===== src/rtl/spi_nor_pkg.sv =====
// Shared opcodes, FSM state encoding and helpers for the SPI NOR flash target.
package spi_nor_pkg;

   localparam logic [7:0]  OP_READ     = 8'h01;
   localparam logic [7:0]  OP_PROG     = 8'h02;
   localparam logic [7:0]  OP_RDSR     = 8'h05;
   localparam logic [31:0] ERASED_WORD = 32'hFFFF_FFFF;

   typedef enum logic [2:0] {
      ST_IDLE,
      ST_CMD,
      ST_ADDR,
      ST_WDATA,
      ST_RDATA,
      ST_STAT,
      ST_SKIP
   } state_e;

   // Byte idx of a 32-bit word, MSB first (idx 0 = bits 31:24).
   function automatic logic [7:0] word_byte(input logic [31:0] w, input logic [1:0] idx);
      logic [7:0] b;
      case (idx)
         2'd0:    b = w[31:24];
         2'd1:    b = w[23:16];
         2'd2:    b = w[15:8];
         default: b = w[7:0];
      endcase
      return b;
   endfunction

endpackage


===== src/rtl/spi_nor_mem_array.sv =====
// DEPTH x 32 storage array: synchronous write, combinational read, erased on reset.
module spi_nor_mem_array
   import spi_nor_pkg::*;
#(
   parameter int DEPTH = 16,
   parameter int AW    = 4
) (
   input  logic          clk,
   input  logic          rst_n,
   input  logic          we,
   input  logic [AW-1:0] waddr,
   input  logic [31:0]   wdata,
   input  logic [AW-1:0] raddr,
   output logic [31:0]   rdata
);

   logic [31:0] mem_q [DEPTH];

   always_ff @(posedge clk or negedge rst_n) begin
      if (!rst_n) begin
         for (int unsigned i = 0; i < DEPTH; i++) begin
            mem_q[i] <= ERASED_WORD;
         end
      end else if (we) begin
         mem_q[waddr] <= wdata;
      end
   end

   assign rdata = mem_q[raddr];

endmodule


===== src/rtl/spi_nor_flash_slave.sv =====
// Byte-lane SPI NOR flash target: decodes opcode/address/data frames, serves
// reads and status, and holds busy for PROG_CYCLES after a program commit.
module spi_nor_flash_slave
   import spi_nor_pkg::*;
#(
   parameter int DEPTH       = 16,
   parameter int AW          = 4,
   parameter int PROG_CYCLES = 4
) (
   input  logic       p_clk,
   input  logic       p_reset_n,
   input  logic       s_css,
   input  logic       s_clk,
   input  logic [7:0] s_mosi,
   output logic [7:0] s_miso,
   output logic       busy
);

   localparam int CW = $clog2(PROG_CYCLES + 1);

   state_e         state_q, state_d;
   logic           s_clk_q;
   logic           sclk_rise;
   logic [1:0]     cnt_q, cnt_d;
   logic           is_prog_q, is_prog_d;
   logic [23:0]    addr_q, addr_d;
   logic [31:0]    wdata_q, wdata_d;
   logic [31:0]    rword_q, rword_d;
   logic [7:0]     miso_q, miso_d;
   logic           commit_q, commit_d;
   logic           busy_q, busy_d;
   logic [CW-1:0]  bcnt_q, bcnt_d;

   logic [23:0]    addr_full;
   logic           addr_oor;
   logic           waddr_oor;
   logic           last_byte;
   logic [31:0]    mem_rdata;
   logic [31:0]    fetch_word;

   assign sclk_rise  = s_clk & ~s_clk_q & ~s_css;
   // Address as it will look once the byte on s_mosi is shifted in.
   assign addr_full  = {addr_q[15:0], s_mosi};
   assign addr_oor   = (addr_full >= 24'(DEPTH));
   assign waddr_oor  = (addr_q >= 24'(DEPTH));
   assign last_byte  = (cnt_q == 2'd3);
   assign fetch_word = addr_oor ? ERASED_WORD : mem_rdata;

   spi_nor_mem_array #(
      .DEPTH (DEPTH),
      .AW    (AW)
   ) u_mem (
      .clk   (p_clk),
      .rst_n (p_reset_n),
      .we    (commit_q),
      .waddr (addr_q[AW-1:0]),
      .wdata (wdata_q),
      .raddr (addr_full[AW-1:0]),
      .rdata (mem_rdata)
   );

   always_ff @(posedge p_clk or negedge p_reset_n) begin
      if (!p_reset_n) begin
         state_q <= ST_IDLE;
      end else begin
         state_q <= state_d;
      end
   end

   always_comb begin
      state_d = state_q;
      if (s_css) begin
         state_d = ST_IDLE;
      end else begin
         case (state_q)
            ST_IDLE: state_d = ST_CMD;
            ST_CMD: begin
               if (sclk_rise) begin
                  // Registered busy gates READ/PROG; status is always served.
                  if ((s_mosi == OP_READ || s_mosi == OP_PROG) && !busy_q) begin
                     state_d = ST_ADDR;
                  end else if (s_mosi == OP_RDSR) begin
                     state_d = ST_STAT;
                  end else begin
                     state_d = ST_SKIP;
                  end
               end
            end
            ST_ADDR: begin
               if (sclk_rise && cnt_q == 2'd2) begin
                  state_d = is_prog_q ? ST_WDATA : ST_RDATA;
               end
            end
            ST_WDATA, ST_RDATA: begin
               if (sclk_rise && last_byte) begin
                  state_d = ST_SKIP;
               end
            end
            default: ;
         endcase
      end
   end

   always_comb begin
      cnt_d     = cnt_q;
      is_prog_d = is_prog_q;
      addr_d    = addr_q;
      wdata_d   = wdata_q;
      rword_d   = rword_q;
      miso_d    = 8'h00;
      commit_d  = 1'b0;
      if (s_css) begin
         cnt_d     = '0;
         is_prog_d = 1'b0;
         addr_d    = '0;
         wdata_d   = '0;
         rword_d   = '0;
      end else begin
         case (state_q)
            ST_CMD: begin
               if (sclk_rise) begin
                  is_prog_d = (s_mosi == OP_PROG);
                  cnt_d     = '0;
               end
            end
            ST_ADDR: begin
               if (sclk_rise) begin
                  addr_d = addr_full;
                  cnt_d  = (cnt_q == 2'd2) ? 2'd0 : cnt_q + 2'd1;
                  if (cnt_q == 2'd2 && !is_prog_q) begin
                     rword_d = fetch_word;
                     miso_d  = word_byte(fetch_word, 2'd0);
                  end
               end
            end
            ST_WDATA: begin
               if (sclk_rise) begin
                  wdata_d  = {wdata_q[23:0], s_mosi};
                  cnt_d    = cnt_q + 2'd1;
                  commit_d = last_byte && !waddr_oor;
               end
            end
            ST_RDATA: begin
               // The final byte stays on the lane until the FSM leaves RDATA.
               miso_d = miso_q;
               if (sclk_rise) begin
                  cnt_d = cnt_q + 2'd1;
                  if (!last_byte) begin
                     miso_d = word_byte(rword_q, cnt_q + 2'd1);
                  end
               end
            end
            ST_STAT: miso_d = {7'b0, busy_q};
            default: ;
         endcase
      end
   end

   always_comb begin
      bcnt_d = bcnt_q;
      if (commit_q) begin
         bcnt_d = CW'(PROG_CYCLES);
      end else if (bcnt_q != '0) begin
         bcnt_d = bcnt_q - CW'(1);
      end
      busy_d = (bcnt_d != '0);
   end

   always_ff @(posedge p_clk or negedge p_reset_n) begin
      if (!p_reset_n) begin
         s_clk_q   <= 1'b0;
         cnt_q     <= '0;
         is_prog_q <= 1'b0;
         addr_q    <= '0;
         wdata_q   <= '0;
         rword_q   <= '0;
         miso_q    <= '0;
         commit_q  <= 1'b0;
         busy_q    <= 1'b0;
         bcnt_q    <= '0;
      end else begin
         s_clk_q   <= s_clk;
         cnt_q     <= cnt_d;
         is_prog_q <= is_prog_d;
         addr_q    <= addr_d;
         wdata_q   <= wdata_d;
         rword_q   <= rword_d;
         miso_q    <= miso_d;
         commit_q  <= commit_d;
         busy_q    <= busy_d;
         bcnt_q    <= bcnt_d;
      end
   end

   assign s_miso = miso_q;
   assign busy   = busy_q;

endmodule


===== config.mk =====
export PLATFORM = sky130hd
export DESIGN_NAME = spi_nor_flash_slave
export DESIGN_NICKNAME = d
export VERILOG_FILES = /design/src/rtl/spi_nor_pkg.sv /design/src/rtl/spi_nor_mem_array.sv /design/src/rtl/spi_nor_flash_slave.sv
export SDC_FILE = /design/constraint.sdc
export NUM_CORES = 1
export LEC_CHECK = 0
export BUFFER_PORTS_ARGS = -buffer_cell sky130_fd_sc_hd__buf_2
export CORE_MARGIN = 4
export CORE_UTILIZATION = 60
export DETAILED_ROUTE_END_ITERATION = 7
export PLACE_DENSITY = 0.77
export SYNTH_ARGS = -nofsm -noshare
export SYNTH_HDL_FRONTEND = slang
export SYNTH_SLANG_ARGS = --single-unit

===== constraint.sdc =====
create_clock -name p_clk -period 2.4 [get_ports p_clk]
set_input_delay 0.12 -clock p_clk [delete_from_list [all_inputs] [get_ports p_clk]]
set_output_delay 0.12 -clock p_clk [all_outputs]
set_load 0.1 [all_outputs]

==> impl_metrics.prom <==
# TYPE chip_impl_metric gauge
chip_impl_info{name="outcome",value="completed"} 1
chip_impl_metric{name="timing.fmax",unit="MHz"} 441
chip_impl_metric{name="relSlewSlack",unit=""} 0.487
chip_impl_metric{name="route.detailed.vias_per_inst",unit=""} 6.46
chip_impl_metric{name="post_route_cells_drive_above_1_share",unit=""} 0.685
chip_impl_metric{name="vdd_ir_drop_max",unit="uV"} 583
chip_impl_metric{name="place_inst",unit=""} 2509
chip_impl_metric{name="post-route-cell-area",unit="um^2"} 32300
chip_impl_info{name="synth_flop_cell",value="sky130_fd_sc_hd__dfstp_2"} 1
chip_impl_info{name="endpoint_kind_of_the_worst_setup_timing_path",value="flop"} 1
chip_impl_metric{name="fin_util",unit=""} 0.689
chip_impl_info{name="critical_path.reg2reg.startpoint",value="s_clk_q"} 1
chip_impl_metric{name="final-instance-count-excl-fill",unit=""} 2635
chip_impl_metric{name="num_vias",unit=""} 17000
chip_impl_metric{name="synth_cells",unit=""} 1969
chip_impl_info{name="grt_setup_unrepaired",value="no"} 1
chip_impl_metric{name="syn_to_final_growth",unit="%"} 12.7
chip_impl_metric{name="drc_errors",unit=""} 0
chip_impl_metric{name="route.antenna.remaining_nets",unit=""} 0
chip_impl_metric{name="synth-seq-cells",unit=""} 620
chip_impl_metric{name="synth.yosys.seq_area_share",unit=""} 0.564
chip_impl_metric{name="r2r.worst_path.cells",unit=""} 6
chip_impl_info{name="tritoncts_clock_tree",value="yes"} 1
chip_impl_metric{name="worstHoldPathCells",unit=""} 4
chip_impl_metric{name="fill_cells",unit=""} 3130
chip_impl_metric{name="h_tree_level_count",unit=""} 3
chip_impl_metric{name="final_min_period_over_clock_period",unit=""} 0.945
chip_impl_metric{name="yosysUniqueCellTypes",unit=""} 50
chip_impl_metric{name="die_h",unit="um"} 227
chip_impl_metric{name="cellPowerDensity",unit="nW/um^2"} 701
chip_impl_metric{name="dr_wl_met3",unit="um"} 4080
chip_impl_metric{name="antenna_cells",unit=""} 0
chip_impl_metric{name="place_area",unit="um^2"} 30000
chip_impl_metric{name="post-dp-hpwl",unit="um"} 39200
chip_impl_metric{name="worstMarginPinSlew",unit="ns"} 0.763
chip_impl_metric{name="detail_route.wl_per_cell",unit="um"} 26.1
chip_impl_metric{name="grtUsageTotal",unit=""} 0.273
chip_impl_metric{name="number_of_clock_sinks",unit=""} 620
chip_impl_metric{name="flop2flop_setup_slack",unit="ns"} 0.13
chip_impl_metric{name="grt_antenna_before_repair",unit=""} 0
chip_impl_metric{name="placeableCoreArea",unit="um^2"} 46900
chip_impl_metric{name="clk_pin_slew_worst_paths",unit="ns"} 0.06
chip_impl_info{name="cts-root-buf",value="sky130_fd_sc_hd__clkbuf_16"} 1
chip_impl_info{name="layout_commonest_cell",value="sky130_fd_sc_hd__mux2_2"} 1
chip_impl_metric{name="ys.warnings.count",unit=""} 0
chip_impl_metric{name="fp.dieArea",unit="um^2"} 51300
chip_impl_metric{name="cts-root-to-sink-buffers",unit=""} 3
chip_impl_info{name="regToRegEndpoint",value="rword_q[14]"} 1
chip_impl_metric{name="met2_wirelength",unit="um"} 33000
chip_impl_metric{name="critical_path.max_fanout",unit=""} 14
chip_impl_metric{name="synthesis.area",unit="um^2"} 28700
chip_impl_metric{name="initial_core_util",unit=""} 0.612
chip_impl_metric{name="via_count_of_the_first_global_routing_pass",unit=""} 18000
chip_impl_metric{name="fin_tns_setup",unit="ns"} 0
chip_impl_metric{name="layout_min_cycle_time",unit="ns"} 2.27
chip_impl_metric{name="design.portCount",unit=""} 21
chip_impl_metric{name="grt_pass1_wl",unit="um"} 108000
chip_impl_info{name="worstSetupStartpointType",value="flop"} 1
chip_impl_metric{name="nets",unit=""} 1996
chip_impl_info{name="hold_start",value="s_mosi[3]"} 1
chip_impl_metric{name="std_cell_rows",unit=""} 79
chip_impl_metric{name="setup-violations-final",unit=""} 0
chip_impl_info{name="timing.hold.worst.class",value="input port to flop"} 1
chip_impl_metric{name="report.final.slew_viol_count",unit=""} 0
chip_impl_metric{name="portBuffers",unit=""} 20
chip_impl_info{name="worstHoldEndpoint",value="addr_q[3]"} 1
chip_impl_info{name="criticalPathCategory",value="flop to flop"} 1
chip_impl_metric{name="gp_congestion",unit=""} 0.884
chip_impl_metric{name="crit_required",unit="ns"} 2.92
chip_impl_metric{name="max_cap_violations",unit=""} 0
chip_impl_info{name="top_layer_used",value="met4"} 1
chip_impl_metric{name="net_count_synth",unit=""} 1988
chip_impl_metric{name="skew",unit="ns"} 0.0336
chip_impl_metric{name="leakage_power_of_the_design",unit="nW"} 13.3
chip_impl_metric{name="finalHoldViolations",unit=""} 0
chip_impl_metric{name="m1WireLength",unit="um"} 29500
chip_impl_metric{name="avgSynthCellArea",unit="um^2"} 14.6
chip_impl_metric{name="clkLatencyLatePin",unit="ns"} 0.60
chip_impl_metric{name="grt_remaining_overflow",unit=""} 0
chip_impl_metric{name="cts-buffers-inserted",unit=""} 66
chip_impl_metric{name="initialDrtViolationCount",unit=""} 1279
chip_impl_info{name="layout.cells.most_common_list",value="sky130_fd_sc_hd__mux2_2 (528), sky130_fd_sc_hd__dfstp_2 (512), sky130_fd_sc_hd__nand2_1 (127)"} 1
chip_impl_metric{name="route.final.wire_length",unit="um"} 68700
chip_impl_metric{name="length_of_the_first_detailed_routing_pass_in_iterations",unit=""} 5
chip_impl_metric{name="worst_ep_arrival_time",unit="ns"} 2.79
chip_impl_metric{name="grt_max_degree",unit=""} 75
chip_impl_metric{name="async_reset_ff_frac",unit=""} 1.00
chip_impl_metric{name="fp.dieW",unit="um"} 227
chip_impl_metric{name="synth_enable_flop_cells",unit=""} 0
==> registers in the layout (all words and copies together) (netlist names) <==
name         count
busy             1
addr_q          24
is_prog_q        1
s_miso           8
s_clk_q          1
state_q          3
wdata_q         32
cnt_q            2
u_mem.mem_q    512
commit_q         1
bcnt_q           3
rword_q         32
==> report_power, final <==
group | switching [mW] | leakage (nW) | internal, mW
clock | 4.11 | 1.10 | 6.38
combinational | 1.00 | 5.45 | 0.503
sequential | 0.0931 | 6.77 | 10.6
total | 5.20 | 13.3 | 17.4
==> kinds of logic after synthesis <==
group	share of synthesized area
xor+xnor	0.000306
flops	0.564
fa+ha+maj	0.00306
compound gates	0.0449
simple gates	0.0434
buf+inv	0.0249
mux	0.320
==> critical path, cell delays in order (launching register included) <==
cell                       delay, ns
sky130_fd_sc_hd__dfrtp_1        0.40
sky130_fd_sc_hd__or3b_1         0.45
sky130_fd_sc_hd__nor4_2         0.62
sky130_fd_sc_hd__nand2_1        0.18
sky130_fd_sc_hd__buf_4          0.25
sky130_fd_sc_hd__nor2_1         0.18
sky130_fd_sc_hd__a2111o_1       0.11
==> final cells by class <==
cell class                 count  area (um^2)  area share
inverter                       9         33.8     0.00105
tap                          607          759      0.0235
timing repair buffer         110         1210      0.0376
clock buffer                 103         2040      0.0631
clock inverter                16          214     0.00662
sequential                   620        16200       0.500
multi-input combinational   1170        11900       0.368
==> layer usage <==
layer / track usage / vias up
li1: - / 7229
met1: 0.386 / 9094
met2: 0.436 / 550
met3: 0.0480 / 142
met4: 0.0937 / 0
met5: 0 / -
==> worst max-delay path by stage <==
| stage | from | endpoint | slack (ns) | cells after the start |
|---|---|---|---|---|
| after global placement | addr_q[12] | rword_q[2] | 0.17 | 6 |
| after CTS | cnt_q[0] | s_miso[6] | 0.10 | 6 |
| final | s_clk_q | rword_q[14] | 0.13 | 6 |
| after detailed placement | cnt_q[0] | s_miso[6] | 0.12 | 6 |
| after global routing | s_clk_q | rword_q[14] | 0.05 | 6 |
| after floorplan | s_mosi[0] | rword_q[11] | 0.19 | 7 |
==> metrics by stage <==
step | total power [mW] | hold slack, ns | setup slack (ns)
after floorplan | 11.6 | -0.176 | 0.194
after global placement | 12.2 | 0.127 | 0.166
after detailed placement | 12.3 | 0.141 | 0.119
after CTS | 22.8 | 0.0155 | 0.105
after global routing | 23.4 | 0.0656 | 0.0488
final | 22.6 | 0.0428 | 0.131
==> cells in the mapped netlist, types with 9 or more instances <==
library cell | instances | share of area
sky130_fd_sc_hd__a2111o_1 | 24 | 0.0094
sky130_fd_sc_hd__a21oi_1 | 66 | 0.012
sky130_fd_sc_hd__a221o_1 | 15 | 0.0052
sky130_fd_sc_hd__a22oi_1 | 9 | 0.0024
sky130_fd_sc_hd__and2_1 | 10 | 0.0022
sky130_fd_sc_hd__buf_1 | 29 | 0.0038
sky130_fd_sc_hd__buf_2 | 10 | 0.0017
sky130_fd_sc_hd__clkbuf_1 | 127 | 0.017
sky130_fd_sc_hd__dfrtp_1 | 108 | 0.094
sky130_fd_sc_hd__dfstp_2 | 512 | 0.47
sky130_fd_sc_hd__mux2_2 | 528 | 0.21
sky130_fd_sc_hd__mux2i_1 | 50 | 0.017
sky130_fd_sc_hd__mux4_2 | 120 | 0.094
sky130_fd_sc_hd__nand2_1 | 128 | 0.017
sky130_fd_sc_hd__nand2b_1 | 13 | 0.0028
sky130_fd_sc_hd__nor2_1 | 86 | 0.011
sky130_fd_sc_hd__o21ai_0 | 23 | 0.0040
sky130_fd_sc_hd__o22ai_1 | 9 | 0.0020
sky130_fd_sc_hd__o31ai_1 | 9 | 0.0024
==> timing repair <==
item	CTS	global route
endpoints found under the hold margin	88	0
endpoints found under the setup margin	0	4
resized for setup	0	3
hold buffers	7	0
buffers inserted	0	0
Power figures use the tool's default switching activity.
